--- src/rtl/cq_receiver.sv ---
// NVMe completion-queue receiver: AXI4 write slave for CQ entries, in-order host
// responses by command ID, and CQ1 head doorbell writer on an AXI4 master port.
module cq_receiver #(
  parameter int OUTSTANDING   = 16,
  parameter int NS_ID_WIDTH   = 4,
  parameter int NS_ADDR_WIDTH = 32,
  parameter int NS_DATA_WIDTH = 128,
  parameter int NM_ADDR_WIDTH = 32,
  parameter int NM_DATA_WIDTH = 128,
  parameter logic [NS_ADDR_WIDTH-1:0] CQ_BASE     = 'h20400,
  parameter logic [NM_ADDR_WIDTH-1:0] CQHDBL_ADDR = 'h100C
) (
  input  logic                         clk,
  input  logic                         rstn,
  input  logic [NS_ID_WIDTH-1:0]       ns_awid,
  input  logic [NS_ADDR_WIDTH-1:0]     ns_awaddr,
  input  logic [7:0]                   ns_awlen,
  input  logic [2:0]                   ns_awsize,
  input  logic [1:0]                   ns_awburst,
  input  logic                         ns_awvalid,
  output logic                         ns_awready,
  input  logic [NS_DATA_WIDTH-1:0]     ns_wdata,
  input  logic [NS_DATA_WIDTH/8-1:0]   ns_wstrb,
  input  logic                         ns_wlast,
  input  logic                         ns_wvalid,
  output logic                         ns_wready,
  output logic [NS_ID_WIDTH-1:0]       ns_bid,
  output logic [1:0]                   ns_bresp,
  output logic                         ns_bvalid,
  input  logic                         ns_bready,
  output logic [1:0]                   hp_bresp,
  output logic                         hp_bvalid,
  input  logic                         hp_bready,
  output logic [$clog2(OUTSTANDING)-1:0] cqdb_sqhead,
  output logic [NM_ADDR_WIDTH-1:0]     nm_awaddr,
  output logic [7:0]                   nm_awlen,
  output logic [2:0]                   nm_awsize,
  output logic [1:0]                   nm_awburst,
  output logic                         nm_awvalid,
  input  logic                         nm_awready,
  output logic [NM_DATA_WIDTH-1:0]     nm_wdata,
  output logic [NM_DATA_WIDTH/8-1:0]   nm_wstrb,
  output logic                         nm_wlast,
  output logic                         nm_wvalid,
  input  logic                         nm_wready,
  input  logic [1:0]                   nm_bresp,
  input  logic                         nm_bvalid,
  output logic                         nm_bready,
  output logic                         err_phase,
  output logic                         err_dup
);

  localparam int PW   = $clog2(OUTSTANDING);
  localparam int LANE = int'(CQHDBL_ADDR[$clog2(NM_DATA_WIDTH/8)-1:2]);

  typedef enum logic [1:0] {S_IDLE, S_DATA, S_RESP} ing_state_t;
  typedef enum logic [1:0] {DB_IDLE, DB_SEND, DB_RESP} db_state_t;

  ing_state_t ing_state;
  db_state_t  db_state;

  logic [PW-1:0]          cq_head, rung_head, db_val, rsp_ptr;
  logic                   exp_phase;
  logic [OUTSTANDING-1:0] valid, err;
  logic [31:0]            dw3;
  logic [PW-1:0]          slot;
  logic                   beat_hs, beat_ok, hp_hs;

  assign dw3     = ns_wdata[127:96];
  assign slot    = dw3[PW-1:0];
  assign beat_hs = ns_wvalid && ns_wready;
  assign beat_ok = beat_hs && (dw3[16] == exp_phase);
  assign hp_hs   = hp_bvalid && hp_bready;

  assign ns_bresp    = 2'b00;
  assign hp_bvalid   = valid[rsp_ptr];
  assign hp_bresp    = (valid[rsp_ptr] && err[rsp_ptr]) ? 2'b10 : 2'b00;
  assign cqdb_sqhead = rsp_ptr;

  // Ingress: one burst at a time, single B response per burst
  always_ff @(posedge clk or negedge rstn) begin
    if (!rstn) begin
      ing_state  <= S_IDLE;
      ns_awready <= 1'b1;
      ns_wready  <= 1'b0;
      ns_bvalid  <= 1'b0;
      ns_bid     <= '0;
    end else begin
      case (ing_state)
        S_IDLE: if (ns_awvalid) begin
          ns_bid     <= ns_awid;
          ns_awready <= 1'b0;
          ns_wready  <= 1'b1;
          ing_state  <= S_DATA;
        end
        S_DATA: if (ns_wvalid && ns_wlast) begin
          ns_wready <= 1'b0;
          ns_bvalid <= 1'b1;
          ing_state <= S_RESP;
        end
        S_RESP: if (ns_bready) begin
          ns_bvalid  <= 1'b0;
          ns_awready <= 1'b1;
          ing_state  <= S_IDLE;
        end
        default: ing_state <= S_IDLE;
      endcase
    end
  end

  // Reorder table: set on accepted entry, cleared as the host takes the response
  always_ff @(posedge clk or negedge rstn) begin
    if (!rstn) begin
      valid     <= '0;
      cq_head   <= '0;
      exp_phase <= 1'b1;
      rsp_ptr   <= '0;
      err_phase <= 1'b0;
      err_dup   <= 1'b0;
    end else begin
      if (hp_hs) begin
        valid[rsp_ptr] <= 1'b0;
        rsp_ptr        <= rsp_ptr + PW'(1);
      end
      if (beat_hs && !beat_ok) err_phase <= 1'b1;
      if (beat_ok) begin
        cq_head <= cq_head + PW'(1);
        if (cq_head == PW'(OUTSTANDING - 1)) exp_phase <= ~exp_phase;
        if (valid[slot]) err_dup <= 1'b1;
        else             valid[slot] <= 1'b1;
      end
    end
  end

  always_ff @(posedge clk) begin
    if (beat_ok && !valid[slot]) err[slot] <= |dw3[31:17];
  end

  // Doorbell: snapshot cq_head, send AW and W independently, wait for B
  always_ff @(posedge clk or negedge rstn) begin
    if (!rstn) begin
      db_state   <= DB_IDLE;
      nm_awvalid <= 1'b0;
      nm_wvalid  <= 1'b0;
      nm_bready  <= 1'b0;
      rung_head  <= '0;
    end else begin
      case (db_state)
        DB_IDLE: if (cq_head != rung_head) begin
          nm_awvalid <= 1'b1;
          nm_wvalid  <= 1'b1;
          db_state   <= DB_SEND;
        end
        DB_SEND: begin
          if (nm_awready) nm_awvalid <= 1'b0;
          if (nm_wready)  nm_wvalid  <= 1'b0;
          if ((!nm_awvalid || nm_awready) && (!nm_wvalid || nm_wready)) begin
            nm_bready <= 1'b1;
            db_state  <= DB_RESP;
          end
        end
        DB_RESP: if (nm_bvalid) begin
          nm_bready <= 1'b0;
          rung_head <= db_val;
          db_state  <= DB_IDLE;
        end
        default: db_state <= DB_IDLE;
      endcase
    end
  end

  always_ff @(posedge clk) begin
    if (db_state == DB_IDLE && cq_head != rung_head) db_val <= cq_head;
  end

  assign nm_awaddr  = CQHDBL_ADDR;
  assign nm_awlen   = 8'd0;
  assign nm_awsize  = 3'd2;
  assign nm_awburst = 2'b01;
  assign nm_wlast   = 1'b1;

  always_comb begin
    nm_wdata = '0;
    nm_wstrb = '0;
    nm_wdata[32*LANE +: 32] = 32'(db_val);
    nm_wstrb[4*LANE +: 4]   = 4'hF;
  end

  logic unused_ok;
  assign unused_ok = ^{ns_awaddr, ns_awlen, ns_awsize, ns_awburst, ns_wdata[95:0],
                       ns_wstrb, dw3[15:PW], nm_bresp, CQ_BASE};

endmodule

--- config.mk ---
export PLATFORM = sky130hd
export DESIGN_NAME = cq_receiver
export DESIGN_NICKNAME = d
export VERILOG_FILES = /design/src/rtl/cq_receiver.sv
export SDC_FILE = /design/constraint.sdc
export NUM_CORES = 1
export LEC_CHECK = 0
export CAP_MARGIN = 10
export CELL_PAD_IN_SITES_DETAIL_PLACEMENT = 0
export CELL_PAD_IN_SITES_GLOBAL_PLACEMENT = 2
export CORE_UTILIZATION = 18
export DETAILED_ROUTE_END_ITERATION = 10
export GPL_TIMING_DRIVEN = 1
export PLACE_DENSITY = 0.94
export SLEW_MARGIN = 15
export SYNTH_ARGS = -nofsm -noshare
export SYNTH_HDL_FRONTEND = slang
export SYNTH_SLANG_ARGS = --single-unit
--- constraint.sdc ---
create_clock -name clk -period 3.4 [get_ports clk]
set_input_delay 0.34 -clock clk [delete_from_list [all_inputs] [get_ports clk]]
set_output_delay 0.34 -clock clk [all_outputs]
set_load 0.05 [all_outputs]
==> run metrics <==
RSZ-0062 raised after global routing=false; dpl hpwl=6.809 mm; area delta synth->final=11.95%; critical path peak fanout=15; clk buf depth=2; synthesized cell area=4671 um2; TritonCTS Buffers=9; max cap viols=0; Post-Syn Instances=460; leakage power=2.374 nW; slew margin rel.=0.4516; largest net degree at the start of global routing=46; WL final=8.799 mm; shortest period the worst path allows=3.191 ns; share of layout cells above drive strength 1=0.1130; DR iter-0 viols=123; startpoint types=flip-flop; Least-Margin Pin Slew=0.8111 ns; register area share after synthesis=0.3702; Port-buffer cells=55; RePlAce Congestion=0.7856; Worst Setup Path Type=flip-flop to output port; TritonRoute pass-1 iters=4; Setup violations, final=0; total track usage=0.06503; Main synth FF type=dfrtp_1; asr flop ratio synth=0.6923; wire per inst=10.33 um; CTS Sinks=65; Diodes inserted=0; I/O pin total=416; Final period util=0.9386; VDD IR max=0.2810 mV; Final Max Slew Viols=0; Fin Clk Skew=0.007444 ns; CTS tree=yes; via count=2,782; die width=163.1 um; initial antenna violation count=0; WP data arrival=2.85 ns; vias in the first global route=2,421; Power Dens Cells=869.3 nW/um2; worst setup margin=0.2086 ns; Core ar.=25,330 um2; post-route DRC violation count=0; Distinct cells, synth=49; Syn Area/Cell=10.15 um2; Worst-Skew Late Latency=0.33 ns; final hold vios=0; dpl ws=0.3271 ns; FP Rows=58; Total Negative Setup Slacks=0 ns; H-tree depth=3; Max Clk Rate=0.3133 GHz; Final ANT Viol Nets=0; Chip Height=163.1 um; gr ovfl total=0; Starting Density=0.1844; Syn. warnings=0; Post-synth EDFFs=20; die area=26,600 um2; first-pass GRT wire length=13.19 mm; nets@finish=727; Worst-path clk slew=0.06 ns; Hold Path Class=input port to asynchronous set/reset pin; Worst Path Required=3.06 ns; status=complete, no violations; clk root buf=clkbuf_16; CP endpoint kind=output port; drt via density=3.265; Yosys reg bits=65
==> layout by cell type, fill, tap and decap left out, types with 2 or more instances in the layout <==
cell type	instances
a21o_1	13
a21oi_1	5
a31oi_1	2
buf_4	7
bufinv_16	2
clkbuf_16	9
clkbuf_8	3
clkdlybuf4s50_1	54
conb_1	189
dfrtp_1	41
dfrtp_2	2
dfstp_2	2
edfxtp_1	20
ha_1	5
inv_1	8
mux2_2	13
mux2i_1	3
mux4_2	9
nand2_1	18
nand2b_1	3
nand3_1	16
nand3b_1	4
nand4_1	5
nor2_1	25
nor3_1	7
nor4_1	4
nor4_4	3
o21ai_0	14
o22ai_1	2
or2_2	2
xnor2_1	5
xor2_1	6
==> state kept, by name, indices dropped and copies added (netlist names) <==
| register | cells |
|---|---|
| nm_awvalid | 1 |
| nm_bready | 1 |
| exp_phase | 1 |
| ns_awready | 1 |
| db_state | 2 |
| err_dup | 1 |
| err_phase | 1 |
| ing_state | 2 |
| nm_wvalid | 1 |
| cq_head | 4 |
| valid | 16 |
| err | 16 |
| rung_head | 4 |
| ns_bid | 4 |
| cqdb_sqhead | 4 |
| ns_bvalid | 1 |
| db_val | 4 |
| ns_wready | 1 |
==> cells by family after synthesis <==
kind of cell             synth area share
other                            0.001608
flip-flops                         0.3702
buffers and inverters              0.3260
multiplexers                      0.08920
XOR/XNOR                          0.02063
AND/OR/NAND/NOR                    0.1189
adder cells (fa/ha/maj)           0.01339
AO/OA/AOI/OAI                     0.06000
==> routing by layer <==
layer / global-route usage / share of wire
met5: 0 / 0
met4: 0.02804 / 0.017
met2: 0.1114 / 0.53
met1: 0.07549 / 0.39
met3: 0.01803 / 0.060
==> synth_stat cells, drive strengths merged, types with 6 or more instances <==
cell type    n  area share
edfxtp      20        0.13
nand2       18       0.014
dfrtp       43        0.23
inv          8      0.0064
nand3       16       0.017
nor2        25       0.020
o21ai       15       0.016
nor3         7      0.0075
mux2        14       0.034
buf        197        0.32
xor2         6       0.011
mux4        10       0.049
nor4         8       0.022
a21o        13       0.021
==> per-stage QoR <==
stage	area [um2]	power (mW)	instances	hold slack (ns)	util
finish	5229	4.546	852	0.01490	0.2065
global route	5229	4.779	852	0.06195	0.2065
global placement	4883	3.506	836	0.4394	0.1928
floorplan	5373	3.136	647	0.04441	-
detailed placement	4883	3.526	836	0.4480	0.1928
CTS	5225	4.585	852	0.2453	0.2063
==> where the power goes <==
group          switching, mW  internal (mW)  total (mW)
registers              0.306           1.08        1.38
clock network          0.338          0.702        1.04
logic                   1.42          0.705        2.12
==> final timing paths <==
kind	from	endpoint	slack, ns	cells past startpoint
worst min register to register	err_dup	err_dup	0.46	1
worst max register to register	cqdb_sqhead[1]	valid[7]	1.31	5
max in group asynchronous	rstn	rung_head[3]	2.95	1
worst min-delay path	rstn	cqdb_sqhead[0]	0.01	1
min in group clk	err_dup	err_dup	0.46	1
worst max-delay path	cqdb_sqhead[1]	hp_bresp[1]	0.21	6
==> layout make-up <==
cell class	instances	area, um2
repair buffers	61	593.1
clock buffers	12	266.5
multi-input cells	372	2121
well taps	330	412.9
fillers	2756	20100
inverters	8	30.03
flip-flops and latches	65	1732
clock inverters	4	73.82
==> critical path, cell delays in order (launching register included) <==
cell	delay, ns
dfrtp_2	0.60
mux2_2	0.40
nor3_1	0.25
nor4b_2	0.12
or2_2	0.31
and2_1	0.14
clkdlybuf4s50_1	0.69
==> repair_timing <==
action	4_1_cts	5_1_grt
pin swaps	0	0
resized for setup	1	1
setup endpoints to repair	1	1
gates cloned	0	0
hold buffers	0	0
setup buffers	0	0
Power figures use the tool's default switching activity.
